===== config.mk =====
export PLATFORM = sky130hd
export DESIGN_NAME = reg_writeback
export DESIGN_NICKNAME = d
export VERILOG_FILES = /design/src/rtl/reg_writeback.sv
export SDC_FILE = /design/constraint.sdc
export NUM_CORES = 1
export LEC_CHECK = 0
export ABC_AREA = 1
export CAP_MARGIN = 20
export CORE_MARGIN = 5
export CORE_UTILIZATION = 31
export CTS_CLUSTER_DIAMETER = 50
export CTS_CLUSTER_SIZE = 28
export DETAILED_ROUTE_END_ITERATION = 7
export GPL_TIMING_DRIVEN = 0
export PLACE_DENSITY_LB_ADDON = 0.1
export SLEW_MARGIN = 30
export SYNTH_ARGS = -nofsm -noshare
export SYNTH_HDL_FRONTEND = slang
export SYNTH_SLANG_ARGS = --single-unit

===== constraint.sdc =====
create_clock -name clk -period 1.85 [get_ports clk]
set_clock_uncertainty 0.1 [all_clocks]
set_input_delay 0.37 -clock clk [delete_from_list [all_inputs] [get_ports clk]]
set_output_delay 0.37 -clock clk [all_outputs]
set_load 0.005 [all_outputs]

===== src/rtl/reg_writeback.sv =====
// Write-back unit: accepts an 8-bit ALU result over valid/ready and writes one
// or two nibbles into the 4-bit register bank, stalling while the bank is busy.
module reg_writeback #(
  parameter int TAMDATA = 4,
  parameter int ADDR_W  = 2
) (
  input  logic                 clk,
  input  logic                 rst_n,
  input  logic                 res_valid,
  output logic                 res_ready,
  input  logic [2*TAMDATA-1:0] res_data,
  input  logic [1:0]           res_mode,
  input  logic [ADDR_W-1:0]    dst_addr,
  input  logic                 bank_busy,
  output logic                 wr,
  output logic [ADDR_W-1:0]    wr_addr,
  output logic [TAMDATA-1:0]   wr_data,
  output logic                 done,
  output logic [1:0]           dbg_state
);

  localparam logic [1:0] S_IDLE = 2'd0;
  localparam logic [1:0] S_W0   = 2'd1;
  localparam logic [1:0] S_W1   = 2'd2;
  localparam logic [1:0] S_DONE = 2'd3;

  // Handshake: a result transfers on a rising edge where res_valid && res_ready;
  // res_ready is high only in IDLE, and the source must hold res_valid until then.

  logic [1:0]           state_q, state_d;
  logic [2*TAMDATA-1:0] data_q;
  logic [1:0]           mode_q;
  logic [ADDR_W-1:0]    addr_q;
  logic                 xfer;
  logic                 hi_first;
  logic [TAMDATA-1:0]   nib_hi, nib_lo, first_nib, second_nib;
  logic [ADDR_W-1:0]    addr_next;

  assign xfer = res_valid && res_ready;

  always_comb begin
    state_d = state_q;
    case (state_q)
      S_IDLE: if (xfer) state_d = S_W0;
      S_W0:   if (!bank_busy) state_d = mode_q[1] ? S_W1 : S_DONE;
      S_W1:   if (!bank_busy) state_d = S_DONE;
      S_DONE: state_d = S_IDLE;
      default: state_d = S_IDLE;
    endcase
  end

  always_ff @(posedge clk or negedge rst_n) begin
    if (!rst_n) begin
      state_q <= S_IDLE;
      data_q  <= '0;
      mode_q  <= '0;
      addr_q  <= '0;
    end else begin
      state_q <= state_d;
      if (xfer) begin
        data_q <= res_data;
        mode_q <= res_mode;
        addr_q <= dst_addr;
      end
    end
  end

  // Modes 01 and 10 lead with the high nibble; 00 and 11 lead with the low one.
  assign hi_first   = (mode_q == 2'b01) || (mode_q == 2'b10);
  assign nib_hi     = data_q[2*TAMDATA-1:TAMDATA];
  assign nib_lo     = data_q[TAMDATA-1:0];
  assign first_nib  = hi_first ? nib_hi : nib_lo;
  assign second_nib = hi_first ? nib_lo : nib_hi;
  assign addr_next  = addr_q + 1'b1;

  always_comb begin
    res_ready = (state_q == S_IDLE);
    done      = (state_q == S_DONE);
    wr        = 1'b0;
    wr_addr   = '0;
    wr_data   = '0;
    if (state_q == S_W0) begin
      wr      = 1'b1;
      wr_addr = addr_q;
      wr_data = first_nib;
    end else if (state_q == S_W1) begin
      wr      = 1'b1;
      wr_addr = addr_next;
      wr_data = second_nib;
    end
  end

  assign dbg_state = state_q;

endmodule


==> results.json <==
{
  "grt_pass1_wl_mm": 4.17,
  "r2r_start": "dbg_state[0]",
  "min_path_type": "primary input to asynchronous set/reset pin",
  "fillerInstances": 330,
  "timing.final.crit_period_ns": 1.96,
  "avgSynthCellArea_um2": 7.85,
  "antenna_left": 0,
  "worstSetupPathType": "flop to output port",
  "crit_slowest_cell": "dfrtp_2",
  "root_buffer": "clkbuf_4",
  "ios": 27,
  "yosysWarnings": 0,
  "num_vias": 924,
  "end_kind": "output port",
  "tightest_slew_ns": 0.722,
  "syn_area_um2": 950,
  "required_ns": 1.38,
  "avgRoutedWirePerCell_um": 12.6,
  "place_congestion": 0.832,
  "drive_gt1_share_pct": 43.8,
  "diodes": 0,
  "crit_fanout": 3,
  "drt-pass1-iter-count": 4,
  "grt_overflow": 0,
  "synth_nets": 142,
  "die_w_um": 65.4,
  "reg2regPathDepth": 7,
  "arrival_ns": 1.49,
  "io_buffer_count": 26,
  "crit_family": "buffers and inverters",
  "rsz0062_at_grt": "yes",
  "h-tree-depth": 1,
  "drt_iter0_drc": 36,
  "coreArea_um2": 3000,
  "postLayoutCoreUtil_pct": 47.1,
  "final_common_cell": "nand2_1",
  "cp_common_cell": "buf_6",
  "die_area_um2": 4270,
  "final_cell_mix": "nand2_1 (21), nand3_1 (19), clkdlybuf4s50_1 (16)",
  "cts_sinks": 14,
  "holdBufCountCts": 0,
  "violations": "negative setup slack",
  "peakVddDrop_mv": 0.819,
  "ys_ff_latch": 14,
  "setup_slack_ns": -0.108,
  "slew_violations": 0,
  "finalWirelength_mm": 2.45,
  "leakage_nw": 0.676,
  "final_nets": 185,
  "start_util_pct": 31.6,
  "hold_viol_final": 0,
  "synth_cells": 121,
  "clock.fmax_ghz": 0.511,
  "track_usage_pct": 12.5,
  "period_share_pct": 106,
  "slew_headroom_pct": 51.7,
  "cts_inserted_buffers": 3,
  "cap_viol_max_count": 0,
  "critPathMaxStageDelay_ns": 0.43,
  "power.density_nw_per_um2": 1740,
  "antenna_found_initial": 0,
  "setup_violations": 6,
  "reg2reg_to": "data_q[3]",
  "cp-start-kind": "flop",
  "std_cell_rows": 20,
  "path_cells": "buf_6 -> ha_4 -> inv_4 -> nor2_4 -> buf_6 -> buf_6 -> nand3_2 -> nand2_1 -> buf_2",
  "path_buf_inv": 5,
  "ys_types": 16,
  "vias_per_cell": 4.74,
  "dp_hpwl_mm": 1.68,
  "seq_area_frac_synth_pct": 36.9,
  "outcome": "complete, but fails checks",
  "r2r_slack_ns": 0.39,
  "clk_pin_slew_ns": 0.10,
  "first_global_vias": 934,
  "grt_max_degree": 15,
  "fin_hold_ws_ns": 0.407,
  "cts_buffer_depth": 2,
  "syn2layout_area_growth_pct": 49.0,
  "cts_tree": "built",
  "clock_latency_ns": 0.27,
  "drc_errors": 0,
  "die_h_um": 65.4
}
==> worst max-delay path by stage <==
stage | startpoint | cells after the start | end | slack [ns]
after global placement | dbg_state[1] | 7 | wr_data[2] | -0.36
final | dbg_state[1] | 9 | wr_data[2] | -0.11
after floorplan | dbg_state[1] | 6 | wr_data[0] | 0.26
after CTS | dbg_state[0] | 8 | wr_data[2] | -0.16
after global routing | dbg_state[1] | 9 | wr_data[2] | -0.19
after detailed placement | dbg_state[1] | 7 | wr_data[2] | -0.37
==> cells in the mapped netlist (all sizes together) <==
library cell / instances / area share, %
nand2: 28 / 15
nand3: 23 / 12
inv: 19 / 7.8
nor2: 17 / 9.4
dfrtp: 14 / 37
a21oi: 11 / 7.8
ha: 5 / 6.6
buf: 3 / 3.6
o21ai: 1 / 0.53
==> repair_timing <==
| action | 4_1_cts | 5_1_grt |
|---|---|---|
| setup buffers | 11 | 2 |
| pin swaps | 7 | 7 |
| setup endpoints to repair | 9 | 9 |
| gates resized for setup | 50 | 8 |
==> report_power, final <==
group          internal (mW)  leakage, nW  total (mW)  switching (mW)
Clock                 0.0753       0.0138       0.177           0.102
Combinational          0.809        0.509        1.73           0.917
Sequential             0.457        0.153       0.558           0.101
Total                   1.34        0.676        2.46            1.12
==> registers in the layout (all words and copies together), names as in the netlist <==
name and cells:
addr_q 2, data_q 8, dbg_state 2, mode_q 2
==> layout make-up <==
type / instances / area (um2) / area share, %
Tap cell: 33 / 41.3 / 2.92
Clock buffer: 3 / 22.5 / 1.59
Buffer: 2 / 22.5 / 1.59
Multi-Input combinational cell: 85 / 563 / 39.8
Timing Repair Buffer: 39 / 332 / 23.4
Sequential cell: 14 / 353 / 24.9
Inverter: 19 / 81.3 / 5.75
==> routing by layer <==
layer	vias up	part of all wire [%]	GRT usage (%)
met5	-	0	0
met4	0	0.86	4.40
met3	2	6.0	3.08
met2	25	50	20.2
met1	433	43	16.0
li1	464	-	-
==> logic make-up (layout without fill, tap and decap cells) <==
family | Yosys count | after routing | share of synthesized area (%)
compound gates | 12 | 12 | 8.30
fa+ha+maj | 5 | 5 | 6.59
buf+inv | 22 | 63 | 11.3
flops | 14 | 14 | 36.9
simple gates | 68 | 68 | 36.9
==> stage by stage <==
stage               total power, mW  instance area [um2]  TNS (ns)  instances  setup slack (ns)
detailed placement             2.05                 1250     -1.98        180            -0.375
finish                         2.46                 1420    -0.319        195            -0.108
global route                   2.71                 1420    -0.870        195            -0.190
CTS                            2.43                 1400    -0.640        194            -0.156
floorplan                      1.48                  950         0        121             0.264
global placement               2.02                 1250     -1.89        180            -0.356
(Power assumes the default switching activity.)
